--- config.mk ---
export PLATFORM = sky130hd
export DESIGN_NAME = mem_port_arbiter
export DESIGN_NICKNAME = d
export VERILOG_FILES = /design/src/rtl/mem_port_arbiter.sv
export SDC_FILE = /design/constraint.sdc
export NUM_CORES = 1
export LEC_CHECK = 0
export BUFFER_PORTS_ARGS = -buffer_cell sky130_fd_sc_hd__buf_2
export CAP_MARGIN = 10
export CORE_MARGIN = 4
export CORE_UTILIZATION = 50
export CTS_CLUSTER_DIAMETER = 80
export DETAILED_ROUTE_END_ITERATION = 6
export GPL_TIMING_DRIVEN = 0
export PLACE_DENSITY = 0.93
export SYNTH_ARGS = -nofsm -noshare
export SYNTH_HDL_FRONTEND = slang
export SYNTH_SLANG_ARGS = --single-unit
--- constraint.sdc ---
create_clock -name i_clk -period 5.01 [get_ports i_clk]
set_input_delay 1.002 -clock i_clk [delete_from_list [all_inputs] [get_ports i_clk]]
set_output_delay 1.002 -clock i_clk [all_outputs]
set_load 0.02 [all_outputs]
--- src/rtl/mem_port_arbiter.sv ---
// mem_port_arbiter
//   Shares one slot-indexed data memory and its TLB between a fetch port
//   (port 0, read-only) and a load/store port (port 1). After reset it pulses
//   the TLB reset once with the base address. It then grants the two
//   requesters round-robin and range-checks each address. Each granted access
//   runs through a fixed-latency memory sequence and returns exactly one
//   response to the requesting port.
//
// Ports
//   i_clk, i_reset                clock, async active-low reset
//   i_req0_valid/i_req0_vptr      fetch request     -> o_req0_ready
//   o_rsp0_valid/rdata/err        fetch response (1-cycle strobe, data held)
//   i_req1_valid/vptr/we/wdata    LSU request       -> o_req1_ready
//   o_rsp1_valid/rdata/err        LSU response (also for writes, rdata=0)
//   o_tlb_reset, o_tlb_vptr       TLB init pulse and translated address
//   o_mem_en/we/wdata, i_mem_rdata memory strobe and data
module mem_port_arbiter #(
    parameter int unsigned MEM_SLOTS_COUNT = 32,
    parameter logic [31:0] BASE_VPTR       = 32'h0000_0000,
    parameter int unsigned MEM_LATENCY     = 1
) (
    input  logic        i_clk,
    input  logic        i_reset,
    input  logic        i_req0_valid,
    input  logic [31:0] i_req0_vptr,
    output logic        o_req0_ready,
    output logic        o_rsp0_valid,
    output logic [31:0] o_rsp0_rdata,
    output logic        o_rsp0_err,
    input  logic        i_req1_valid,
    input  logic [31:0] i_req1_vptr,
    input  logic        i_req1_we,
    input  logic [31:0] i_req1_wdata,
    output logic        o_req1_ready,
    output logic        o_rsp1_valid,
    output logic [31:0] o_rsp1_rdata,
    output logic        o_rsp1_err,
    output logic        o_tlb_reset,
    output logic [31:0] o_tlb_vptr,
    output logic        o_mem_en,
    output logic        o_mem_we,
    output logic [31:0] o_mem_wdata,
    input  logic [31:0] i_mem_rdata
);
    localparam logic [31:0] WINDOW = 32'(4 * MEM_SLOTS_COUNT);
    localparam int CW = (MEM_LATENCY > 1) ? $clog2(MEM_LATENCY) : 1;
    localparam logic [CW-1:0] CNT_LAST = CW'(MEM_LATENCY - 1);

    typedef enum logic [1:0] {S_INIT, S_IDLE, S_ACCESS, S_RESP} state_t;

    state_t        r_state, w_state_nxt;
    logic          r_tlb_reset;
    logic          r_last_grant;
    logic          r_port;
    logic          r_we;
    logic [31:0]   r_vptr;
    logic [31:0]   r_wdata;
    logic [CW-1:0] r_cnt;
    logic [31:0]   r_rsp0_rdata, r_rsp1_rdata;
    logic          r_rsp0_err, r_rsp1_err;

    logic          w_gnt0, w_gnt1, w_accept, w_sel, w_sel_we, w_fault, w_last_beat;
    logic [31:0]   w_sel_vptr, w_off, w_rdata;

    // On a tie the port that did not win last time gets the grant.
    assign w_gnt0     = (r_state == S_IDLE) && i_req0_valid && (!i_req1_valid || r_last_grant);
    assign w_gnt1     = (r_state == S_IDLE) && i_req1_valid && (!i_req0_valid || !r_last_grant);
    assign w_accept   = w_gnt0 || w_gnt1;
    assign w_sel      = w_gnt1;
    assign w_sel_vptr = w_sel ? i_req1_vptr : i_req0_vptr;
    assign w_sel_we   = w_sel && i_req1_we;

    // Unsigned wrap makes addresses below the base land far outside the window.
    assign w_off       = w_sel_vptr - BASE_VPTR;
    assign w_fault     = (w_sel_vptr[1:0] != 2'b00) || (w_off >= WINDOW);
    assign w_last_beat = (r_state == S_ACCESS) && (r_cnt == CNT_LAST);
    assign w_rdata     = r_we ? 32'h0 : i_mem_rdata;

    always_comb begin
        w_state_nxt = r_state;
        case (r_state)
            S_INIT:   if (r_tlb_reset) w_state_nxt = S_IDLE;
            S_IDLE:   if (w_accept) w_state_nxt = w_fault ? S_RESP : S_ACCESS;
            S_ACCESS: if (w_last_beat) w_state_nxt = S_RESP;
            S_RESP:   w_state_nxt = S_IDLE;
            default:  w_state_nxt = S_INIT;
        endcase
    end

    always_ff @(posedge i_clk or negedge i_reset) begin
        if (!i_reset) begin
            r_state      <= S_INIT;
            r_tlb_reset  <= 1'b0;
            r_last_grant <= 1'b1;
            r_port       <= 1'b0;
            r_we         <= 1'b0;
            r_vptr       <= BASE_VPTR;
            r_wdata      <= 32'h0;
            r_cnt        <= '0;
            r_rsp0_rdata <= 32'h0;
            r_rsp1_rdata <= 32'h0;
            r_rsp0_err   <= 1'b0;
            r_rsp1_err   <= 1'b0;
        end else begin
            r_state     <= w_state_nxt;
            // One-cycle TLB init pulse while still in INIT, then move to IDLE.
            r_tlb_reset <= (r_state == S_INIT) && !r_tlb_reset;

            if (w_accept) begin
                r_port       <= w_sel;
                r_last_grant <= w_sel;
                r_vptr       <= w_sel_vptr;
                r_we         <= w_sel_we;
                r_wdata      <= w_sel ? i_req1_wdata : 32'h0;
                r_cnt        <= '0;
                // Faults skip the memory: the response registers load now.
                if (w_fault) begin
                    if (w_sel) begin
                        r_rsp1_rdata <= 32'h0;
                        r_rsp1_err   <= 1'b1;
                    end else begin
                        r_rsp0_rdata <= 32'h0;
                        r_rsp0_err   <= 1'b1;
                    end
                end
            end

            if ((r_state == S_ACCESS) && !w_last_beat)
                r_cnt <= r_cnt + CW'(1);

            if (w_last_beat) begin
                if (r_port) begin
                    r_rsp1_rdata <= w_rdata;
                    r_rsp1_err   <= 1'b0;
                end else begin
                    r_rsp0_rdata <= w_rdata;
                    r_rsp0_err   <= 1'b0;
                end
            end
        end
    end

    assign o_req0_ready = w_gnt0;
    assign o_req1_ready = w_gnt1;
    assign o_rsp0_valid = (r_state == S_RESP) && !r_port;
    assign o_rsp1_valid = (r_state == S_RESP) && r_port;
    assign o_rsp0_rdata = r_rsp0_rdata;
    assign o_rsp0_err   = r_rsp0_err;
    assign o_rsp1_rdata = r_rsp1_rdata;
    assign o_rsp1_err   = r_rsp1_err;
    assign o_tlb_reset  = r_tlb_reset;
    assign o_tlb_vptr   = r_vptr;
    // Strobe only on the first ACCESS cycle; write controls are gated by it.
    assign o_mem_en     = (r_state == S_ACCESS) && (r_cnt == '0);
    assign o_mem_we     = o_mem_en && r_we;
    assign o_mem_wdata  = o_mem_en ? r_wdata : 32'h0;
endmodule

==> results_dict.tcl, run 1 <==
set metrics [dict create \
    grt_usage 0.270 \
    clock-sinks 137 \
    status "finished clean" \
    wl_per_cell_um 17.5 \
    place.gp.congestion 0.928 \
    core-area_mm2 0.0121 \
    numCtsBuffers 17 \
    fillCellCount 943 \
    die_area_mm2 0.0142 \
    via_count 6105 \
    hpwl_um 14300 \
    fin_crit_ps 3590 \
    yosysSeqAreaShare 0.554 \
    grt_pass1_vias 6076 \
    r2r_cells 9 \
    max_freq_mhz 279 \
    crit_path_end_kind "primary output" \
    syn_inst 634 \
    drv_cap 0 \
    finalNetCount 1060 \
    n_antenna_cell 0 \
    crit_required_ps 4010 \
    grt_max_degree 94 \
    cts_setup_buffers 0 \
    cts_tree "built" \
    hold_buffers 0 \
    pre_cts_ws_ps 1510 \
    grt_antenna_before_repair 0 \
    yosysWarnings 0 \
    hold_viol 0 \
    min_path_type "reg2reg" \
    pwr_density_cell_mw_per_mm2 630 \
    crit_slowest_cell "dfrtp_1" \
    drtAntennaViolNets 0 \
    r2r_slack_ps 2240 \
    insertion_delay_ps 420 \
    h-tree-depth 4 \
    die_width_um 119 \
    synth-seq-cells 137 \
    drcViolationCount 0 \
    synth_cell_types 33 \
    worst-path-max-fanout 10 \
    drtIter0Drc 590 \
    rows 40 \
    routed_via_density 5.53 \
    setup_viol 0 \
    layout-drive-gt1-share 0.343 \
    leakagePower_nw 4.26 \
    port_buffers 269 \
    slew_headroom 0.579 \
    peakVddDrop_mv 0.325 \
    arrival_ps 2590 \
    timing.final.ws_setup_ps 1420 \
    max_stage_delay_ps 410 \
    hold-path-cell-count 1 \
    overflow 0 \
    r2r_start "r_state[1]" \
    crit_chain "inv_1 -> ha_1 -> nand2_1 -> a21o_1 -> clkbuf_1 -> inv_1 -> buf_2 -> buf_1 -> buf_2" \
    drt_pass1_iterations 6 \
    cts_root_buffer "clkbuf_16" \
    start_kind "register" \
    finalCritPeriodShare 0.716 \
    path_class "reg2out" \
    grt_pass1_wl_um 30800 \
    cts_buffer_depth 2 \
    avgSynthCellArea_um2 9.77 \
    path_buf_inv 6 \
    area_growth_pct 34.5 \
    drt-total-wl_um 19300 \
    clkSlewWorstSetupHoldPaths_ps 60 \
    hold_path_end "o_tlb_reset" \
    r2r_end "o_rsp1_rdata[21]" \
    path_delay_family "buffers and inverters" \
    finalClockSkew_ps 6.59 \
    io_pins 270 \
    syn-num-nets 771 \
    rsz0062_at_grt "false" \
    ctsResizeCount 0 \
    fin_setup_tns_ps 0 \
    worstHoldStart "o_tlb_reset" \
    start_util 0.513 \
    worstMarginPinSlew_ps 631 \
    drv_slew 0 \
    netlist_area_mm2 0.00619 \
    fp.dieH_um 119 \
]
how the worst max path moves through the flow:
| stage | startpoint | to | slack [ps] | cells after the start |
|---|---|---|---|---|
| 2_1_floorplan | i_req0_valid | o_req0_ready | 2020 | 6 |
| 3_3_place_gp | i_reset | r_wdata[3] | 1100 | 1 |
| 3_5_place_dp | i_req0_valid | o_req0_ready | 1510 | 8 |
| 4_1_cts | r_state[1] | o_req0_ready | 1400 | 9 |
| 5_1_grt | r_state[1] | o_req0_ready | 1200 | 9 |
| 6_report | r_state[1] | o_req0_ready | 1420 | 9 |
routing by layer:
metal	GRT usage	wire length, um	up-vias
li1	-	-	2802
met1	0.345	7710	2944
met2	0.446	9570	316
met3	0.0646	1610	43
met4	0.104	409	0
met5	0	0	-
synthesized netlist by cell type, drive strengths merged:
library cell / count / share of area
clkinv: 1 / 0.00061
nor3b: 65 / 0.079
o22ai: 5 / 0.0051
nand2: 64 / 0.039
a221o: 1 / 0.0016
o21ai: 2 / 0.0016
nor4: 8 / 0.0091
a21o: 3 / 0.0036
nor2b: 3 / 0.0030
nor2: 71 / 0.043
a21oi: 98 / 0.085
nand2b: 1 / 0.0010
and2: 36 / 0.036
inv: 6 / 0.0036
and4: 2 / 0.0028
dfstp: 1 / 0.0042
nor3: 4 / 0.0032
ha: 4 / 0.0081
mux2: 1 / 0.0018
o221ai: 1 / 0.0024
clkbuf: 42 / 0.025
buf: 13 / 0.0095
or4: 3 / 0.0036
a22o: 34 / 0.048
nand4: 1 / 0.0010
a211o: 1 / 0.0014
dfrtp: 136 / 0.55
a31oi: 27 / 0.027
metrics by stage:
stage               utilization  std cells  area [um^2]  total power [mW]  hold WS [ps]
floorplan                     -        634         6190              3.26           458
global placement          0.643       1071         7750              4.01           437
detailed placement        0.645       1072         7780              4.09           443
CTS                       0.691       1104         8330              5.26           451
global route              0.691       1104         8330              5.57           491
finish                    0.691       1104         8330              5.25           442
where the power goes:
part / switching, mW / total, mW / internal (mW)
Clock: 0.469 / 1.16 / 0.689
Combinational: 1.49 / 2.29 / 0.795
Sequential: 0.252 / 1.81 / 1.55
Total: 2.21 / 5.25 / 3.04
cells in the final DEF, fill, tap and decap left out, types with 4 or more instances in the layout:
cell type  count
buf_2        273
dfrtp_1      136
a21oi_1       88
nor2_1        71
nor3b_1       65
nand2_1       64
clkbuf_1      43
and2_1        36
a22o_1        34
a31oi_1       27
clkbuf_16     17
a21oi_2       10
buf_1          7
nor4_1         7
clkinv_2       7
inv_1          6
o22ai_1        5
nor3_1         4
ha_1           4
worst reg2reg max path, stage by stage (launching register included):
cell,delay (ps)
dfrtp_1,390
inv_1,80
ha_1,250
nand2_1,110
a21o_1,110
clkinv_1,270
and4_1,310
a21oi_1,510
clkbuf_1,490
nor2_1,120
sequential cells by signal, summed over array words and instances, names as in the netlist:
signal / count
o_rsp0_err: 1
o_rsp0_rdata: 32
o_rsp1_err: 1
o_rsp1_rdata: 32
o_tlb_reset: 1
o_tlb_vptr: 32
r_cnt: 1
r_last_grant: 1
r_port: 1
r_state: 2
r_wdata: 32
r_we: 1
logic make-up (layout without fill, tap and decap cells):
group	Yosys count	in the layout	synth area share
flops	137	137	0.554
mux	1	1	0.00182
buf+inv	62	364	0.0392
compound gates	172	172	0.176
fa+ha+maj	4	4	0.00808
simple gates	258	258	0.221
cell type report:
cell class / count / area [um^2] / area share
clock inverters: 13 / 105 / 0.0126
plain buffers: 55 / 216 / 0.0260
well taps: 168 / 210 / 0.0252
multi-input cells: 435 / 2520 / 0.303
clock buffers: 19 / 443 / 0.0532
repair buffers: 270 / 1380 / 0.166
inverters: 7 / 26.3 / 0.00315
flip-flops and latches: 137 / 3430 / 0.412
Note: power is estimated with default switching activity, not from simulation.
==> run 2, diff against run 1 <==
- CORE_UTILIZATION: 50 -> 48
- PLACE_DENSITY: 0.93 -> 0.9
- clock period: 5.01 -> 3.56 ns (I/O delays scaled with it)
==> run 2 against run 1 <==
Against the previous run:
- first-iteration DRC count down 3.4%
- core utilization down 2.0 points
- final area up 1.6%
- critical path depth unchanged
- clock skew up 0.84 ps
- register-to-register slack worse by 1500 ps
- sequential share of layout area down 0.63 points
- final cell count up 0.27%
- die area up 3.9%
- setup slack worse by 1200 ps
- global-route usage up 0.34 points
- non-clock buffer count unchanged
==> results_dict.tcl, run 2 (same netlist as run 1, synthesis figures left out) <==
set metrics [dict create \
    hold_buffers 0 \
    drtAntennaViolNets 0 \
    path_class "reg2out" \
    place.gp.congestion 0.900 \
    status "finished clean" \
    start_kind "register" \
    core-area_mm2 0.0126 \
    clkSlewWorstSetupHoldPaths_ps 60 \
    numCtsBuffers 17 \
    h-tree-depth 4 \
    grt_usage 0.273 \
    layout_common_cells "273 x buf_2, 136 x dfrtp_1, 88 x a21oi_1, 71 x nor2_1, 65 x nor3b_1" \
    overflow 0 \
    r2r_cells 9 \
    final_cell_area_mm2 0.00846 \
    via_count 6254 \
    drv_cap 0 \
    dp.cells 1076 \
    final_util 0.671 \
    fin_crit_ps 3310 \
    cts_root_buffer "clkbuf_16" \
    ctsResizeCount 0 \
    register_area_mm2 0.00343 \
    drcViolationCount 0 \
    swShare 0.405 \
    switching_power_mw 3.17 \
    area_growth_pct 36.6 \
    n_antenna_cell 0 \
    r2r_slack_ps 710 \
    crit_chain "inv_1 -> ha_1 -> nand2_1 -> a21o_1 -> clkbuf_1 -> inv_1 -> buf_2 -> buf_1 -> buf_2" \
    rows 41 \
    cts_buffer_depth 2 \
    grt_max_degree 76 \
    layout_commonest_cell "buf_2" \
    crit_path_end_kind "primary output" \
    drv_slew 0 \
    r2r_start "r_state[1]" \
    cp_num_cells 9 \
    arrival_ps 2590 \
    die_area_mm2 0.0148 \
    cts_setup_buffers 0 \
    die_width_um 122 \
    pwr_density_cell_mw_per_mm2 924 \
    clockPowerShare 0.258 \
    r2r_end "o_rsp1_rdata[11]" \
    rsz0062_at_grt "false" \
    multiInputGateArea_mm2 0.00252 \
    seq_power_share 0.326 \
    max_freq_mhz 302 \
    crit_slowest_cell "dfrtp_1" \
    routed_via_density 5.65 \
    peakVddDrop_mv 0.496 \
    path_buf_inv 6 \
    power.internal_mw 4.65 \
    grt_pass1_wl_um 31600 \
    fillCellCount 1025 \
    start_util 0.491 \
    drt-total-wl_um 20200 \
    grt_pass1_vias 6253 \
    leakagePower_nw 4.32 \
    instances_no_fill 1107 \
    finalCritPeriodShare 0.929 \
    crit_start "r_state[1]" \
    insertion_delay_ps 430 \
    setup_viol 0 \
    path_delay_family "buffers and inverters" \
    finalClockSkew_ps 7.42 \
    slew_headroom 0.515 \
    drt_pass1_iterations 7 \
    combPwrFrac 0.416 \
    max_stage_delay_ps 410 \
    hold_viol 0 \
    grt_antenna_before_repair 0 \
    finalNetCount 1060 \
    min_path_type "in2async" \
    fp.dieH_um 122 \
    cp-endpoint "o_req0_ready" \
    total_power_mw 7.82 \
    worstMarginPinSlew_ps 727 \
    port_buffers 269 \
    cts_tree "built" \
    io_pins 270 \
    worst-path-max-fanout 10 \
    clock-sinks 137 \
    hpwl_um 14600 \
    drtIter0Drc 570 \
    layout-drive-gt1-share 0.343 \
    postPlaceCellArea_mm2 0.00779 \
    crit_required_ps 2850 \
    worst_hold_slack_ps 264 \
    wl_per_cell_um 18.2 \
]
==> run 2: changes by cell type in the layout (fill, tap and decap cells not counted) <==
cell	before	now
clkinv_2	7	3
clkbuf_1	43	42
inv_6	0	1
bufinv_16	1	6
clkinv_4	2	1
clkinvlp_4	3	1
clkbuf_8	1	2
==> run 2: per-layer routing <==
metal	share of wire	up-vias	track usage
met1	0.39	3067	0.328
met5	0	-	0
met2	0.49	321	0.459
met4	0.035	0	0.122
met3	0.084	71	0.0780
li1	-	2795	-
==> run 2: power by group through the flow <==
stage	registers [mW]	logic, mW	clock network, mW
after floorplan	3.05	1.53	0
after global placement	2.53	3.14	0
after detailed placement	2.55	3.24	0
after CTS	2.54	3.26	2.03
after global routing	2.61	3.54	2.11
final	2.55	3.25	2.02
==> run 2: layout make-up <==
class,count,share of cell area
sequential,137,0.405
clock inverter,12,0.0260
buffer,55,0.0256
inverter,7,0.00311
clock buffer,19,0.0535
multi-input combinational,435,0.298
timing repair buffer,270,0.163
tap,172,0.0254
==> run 2: worst min-delay path by stage <==
stage	from	end	slack (ps)	cells after the start
6_report	i_reset	o_rsp1_rdata[10]	260	1
5_1_grt	i_reset	o_rsp1_rdata[10]	300	1
4_1_cts	i_reset	o_rsp1_rdata[10]	280	1
3_5_place_dp	o_tlb_reset	o_tlb_reset	430	1
3_3_place_gp	o_tlb_reset	o_tlb_reset	440	1
2_1_floorplan	i_reset	o_rsp0_err	420	0
==> run 2: worst register-to-register path: cells and delay by family (launching register included) <==
family	cells	cell delay, ps
AND/OR/NAND/NOR	3	540
adder cells (fa/ha/maj)	1	240
flip-flops	1	390
buffers and inverters	3	850
AO/OA/AOI/OAI	2	690
==> run 2: per-stage QoR <==
| stage | setup TNS, ps | setup WS (ps) |
|---|---|---|
| after CTS | 0 | 254 |
| after detailed placement | 0 | 658 |
| after global placement | -9330 | -80.0 |
| final | 0 | 254 |
| after floorplan | 0 | 1150 |
| after global routing | 0 | 43.5 |
==> run 3, diff against run 2 <==
==> constraint.sdc (replaced) <==
create_clock -name i_clk -period 3.56 [get_ports i_clk]
set_input_delay 0 -clock i_clk [delete_from_list [all_inputs] [get_ports i_clk]]
set_output_delay 0 -clock i_clk [all_outputs]
set_load 0.02 [all_outputs]
==> run 3 against run 2 <==
Against the previous run:
- worst hold slack got worse by 250 ps
- critical path type is now reg2reg
- clock skew about the same
- fmax rose by 4.9%
- final cell count increased by 10%
- final area is 14% higher
- sequential power barely moved
- core utilization rose by 9.2 points
- die area is the same
- first-iteration DRC count grew 25%
- sequential share of layout area shrank 4.9 points
- total power increased by 7.7%
- largest cell class unchanged
- clock-buffer cell count unchanged
==> results_dict.tcl, run 3 (same netlist as run 1, synthesis figures left out) <==
set metrics [dict create \
    status "finished clean" \
    core-area_mm2 0.0126 \
    fin_setup_tns_ps 0 \
    final_cell_area_mm2 0.00962 \
    pwr_density_cell_mw_per_mm2 876 \
    worstHoldStart "i_mem_rdata[1]" \
    drtAntennaViolNets 0 \
    layout_common_cells "273 x buf_2, 136 x dfrtp_1, 116 x dlygate4sd3_1, 88 x a21oi_1, 71 x nor2_1" \
    grt_max_degree 76 \
    area_growth_pct 55.4 \
    max_stage_delay_ps 600 \
    final_util 0.763 \
    path_class "reg2reg" \
    wl_per_cell_um 19.8 \
    drcViolationCount 0 \
    fin_crit_ps 3150 \
    rows 41 \
    peakVddDrop_mv 0.572 \
    via_count 7029 \
    drt-total-wl_um 24200 \
    cts_buffer_depth 2 \
    layout-drive-gt1-share 0.305 \
    max_freq_mhz 317 \
    r2r_cells 11 \
    hold_path_end "o_rsp1_rdata[1]" \
    arrival_ps 3510 \
    worst-path-max-fanout 10 \
    register_area_mm2 0.00343 \
    postPlaceCellArea_mm2 0.00779 \
    drtIter0Drc 710 \
    leakagePower_nw 4.82 \
    setup_viol 0 \
    numCtsBuffers 17 \
    grt_usage 0.330 \
    port_buffers 269 \
    drv_cap 0 \
    grt_pass1_wl_um 38000 \
    finalCritPeriodShare 0.885 \
    fp.dieH_um 122 \
    r2r_start "r_state[1]" \
    instances_no_fill 1223 \
    drv_slew 0 \
    crit_chain "inv_1 -> ha_1 -> nand2_1 -> a21o_1 -> clkbuf_1 -> inv_1 -> buf_2 -> buf_1 -> nand2_1 -> a31oi_1 -> dlygate4sd3_1" \
    overflow 0 \
    fillCellCount 764 \
    path_delay_family "buffers and inverters" \
    cts_setup_buffers 0 \
    h-tree-depth 4 \
    crit_slowest_cell "dlygate4sd3_1" \
    finalNetCount 1176 \
    grt_antenna_before_repair 0 \
    r2r_end "o_tlb_vptr[24]" \
    routed_via_density 5.75 \
    start_util 0.491 \
    hold_viol 0 \
    slew_headroom 0.523 \
    die_area_mm2 0.0148 \
    path_buf_inv 6 \
    start_kind "register" \
    place.gp.congestion 0.900 \
    clock-sinks 137 \
    io_pins 270 \
    clkSlewWorstSetupHoldPaths_ps 60 \
    dp.cells 1076 \
    insertion_delay_ps 420 \
    min_path_type "in2reg" \
    total_power_mw 8.43 \
    finalClockSkew_ps 7.08 \
    die_width_um 122 \
    drt_pass1_iterations 7 \
    crit_required_ps 3920 \
    crit_path_end_kind "register" \
    layout_commonest_cell "buf_2" \
    multiInputGateArea_mm2 0.00252 \
    cts_tree "built" \
    grt_pass1_vias 7401 \
    hold-path-cell-count 4 \
    cts_root_buffer "clkbuf_16" \
    ctsResizeCount 0 \
    n_antenna_cell 0 \
    worstMarginPinSlew_ps 716 \
    r2r_slack_ps 410 \
    hpwl_um 14600 \
    rsz0062_at_grt "false" \
]
run 3: changes by cell type in the layout (fill, tap and decap cells not counted), sizes merged:
cell	previous run	this run
dlygate4sd3	0	116
run 3: area by class of cell:
class | count | area share
Buffer | 55 | 0.0225
Clock buffer | 19 | 0.0471
Clock inverter | 12 | 0.0229
Inverter | 7 | 0.00273
Multi-Input combinational cell | 435 | 0.262
Sequential cell | 137 | 0.356
Tap cell | 172 | 0.0224
Timing Repair Buffer | 386 | 0.264
run 3: repair_timing:
item / 4_1_cts / 5_1_grt
hold buffers: 116 / 0
endpoints found under the hold margin: 147 / 0
setup endpoints to repair: 0 / 0
run 3: metrics by stage:
| stage | worst slack [ps] | hold WS [ps] |
|---|---|---|
| final | 409 | 16.1 |
| after global routing | 335 | 6.68 |
| after CTS | 728 | 0.106 |
| after detailed placement | 777 | 14.4 |
| after global placement | 632 | 223 |
| after floorplan | 1560 | -296 |
run 3: worst register-to-register path, cell delays in order (launching register included):
cell and delay (ps):
dfrtp_1 410, inv_1 90, ha_1 260, nand2_1 120, a21o_1 160, clkbuf_1 230, inv_1 120, buf_2 240
buf_1 430, nand2_1 140, a31oi_1 290, dlygate4sd3_1 600
run 3: worst max-delay path by stage:
stage               start               end  slack [ps]  depth (start not counted)
6_report       r_state[1]    o_tlb_vptr[24]         410                         11
5_1_grt        r_state[1]    o_tlb_vptr[24]         330                         11
4_1_cts        r_state[1]  o_rsp1_rdata[11]         730                          9
3_5_place_dp   r_state[1]  o_rsp1_rdata[23]         780                          9
3_3_place_gp      i_reset        r_wdata[5]         630                          1
2_1_floorplan  r_state[1]    o_tlb_vptr[22]        1560                         10
run 3: per-layer routing:
metal  up-vias  routed length (um)  GRT usage
met4         0                1400      0.201
met1      3349                8590      0.373
li1       3028                   -          -
met5         -                   0          0
met2       506               11800      0.552
met3       146                2470     0.0952
run 3: report_power, final:
| group | leakage, nW | switching (mW) | internal, mW |
|---|---|---|---|
| combinational | 2.74 | 2.34 | 1.48 |
| clock | 0.329 | 0.680 | 1.35 |
| sequential | 1.75 | 0.396 | 2.19 |
| total | 4.82 | 3.41 | 5.01 |
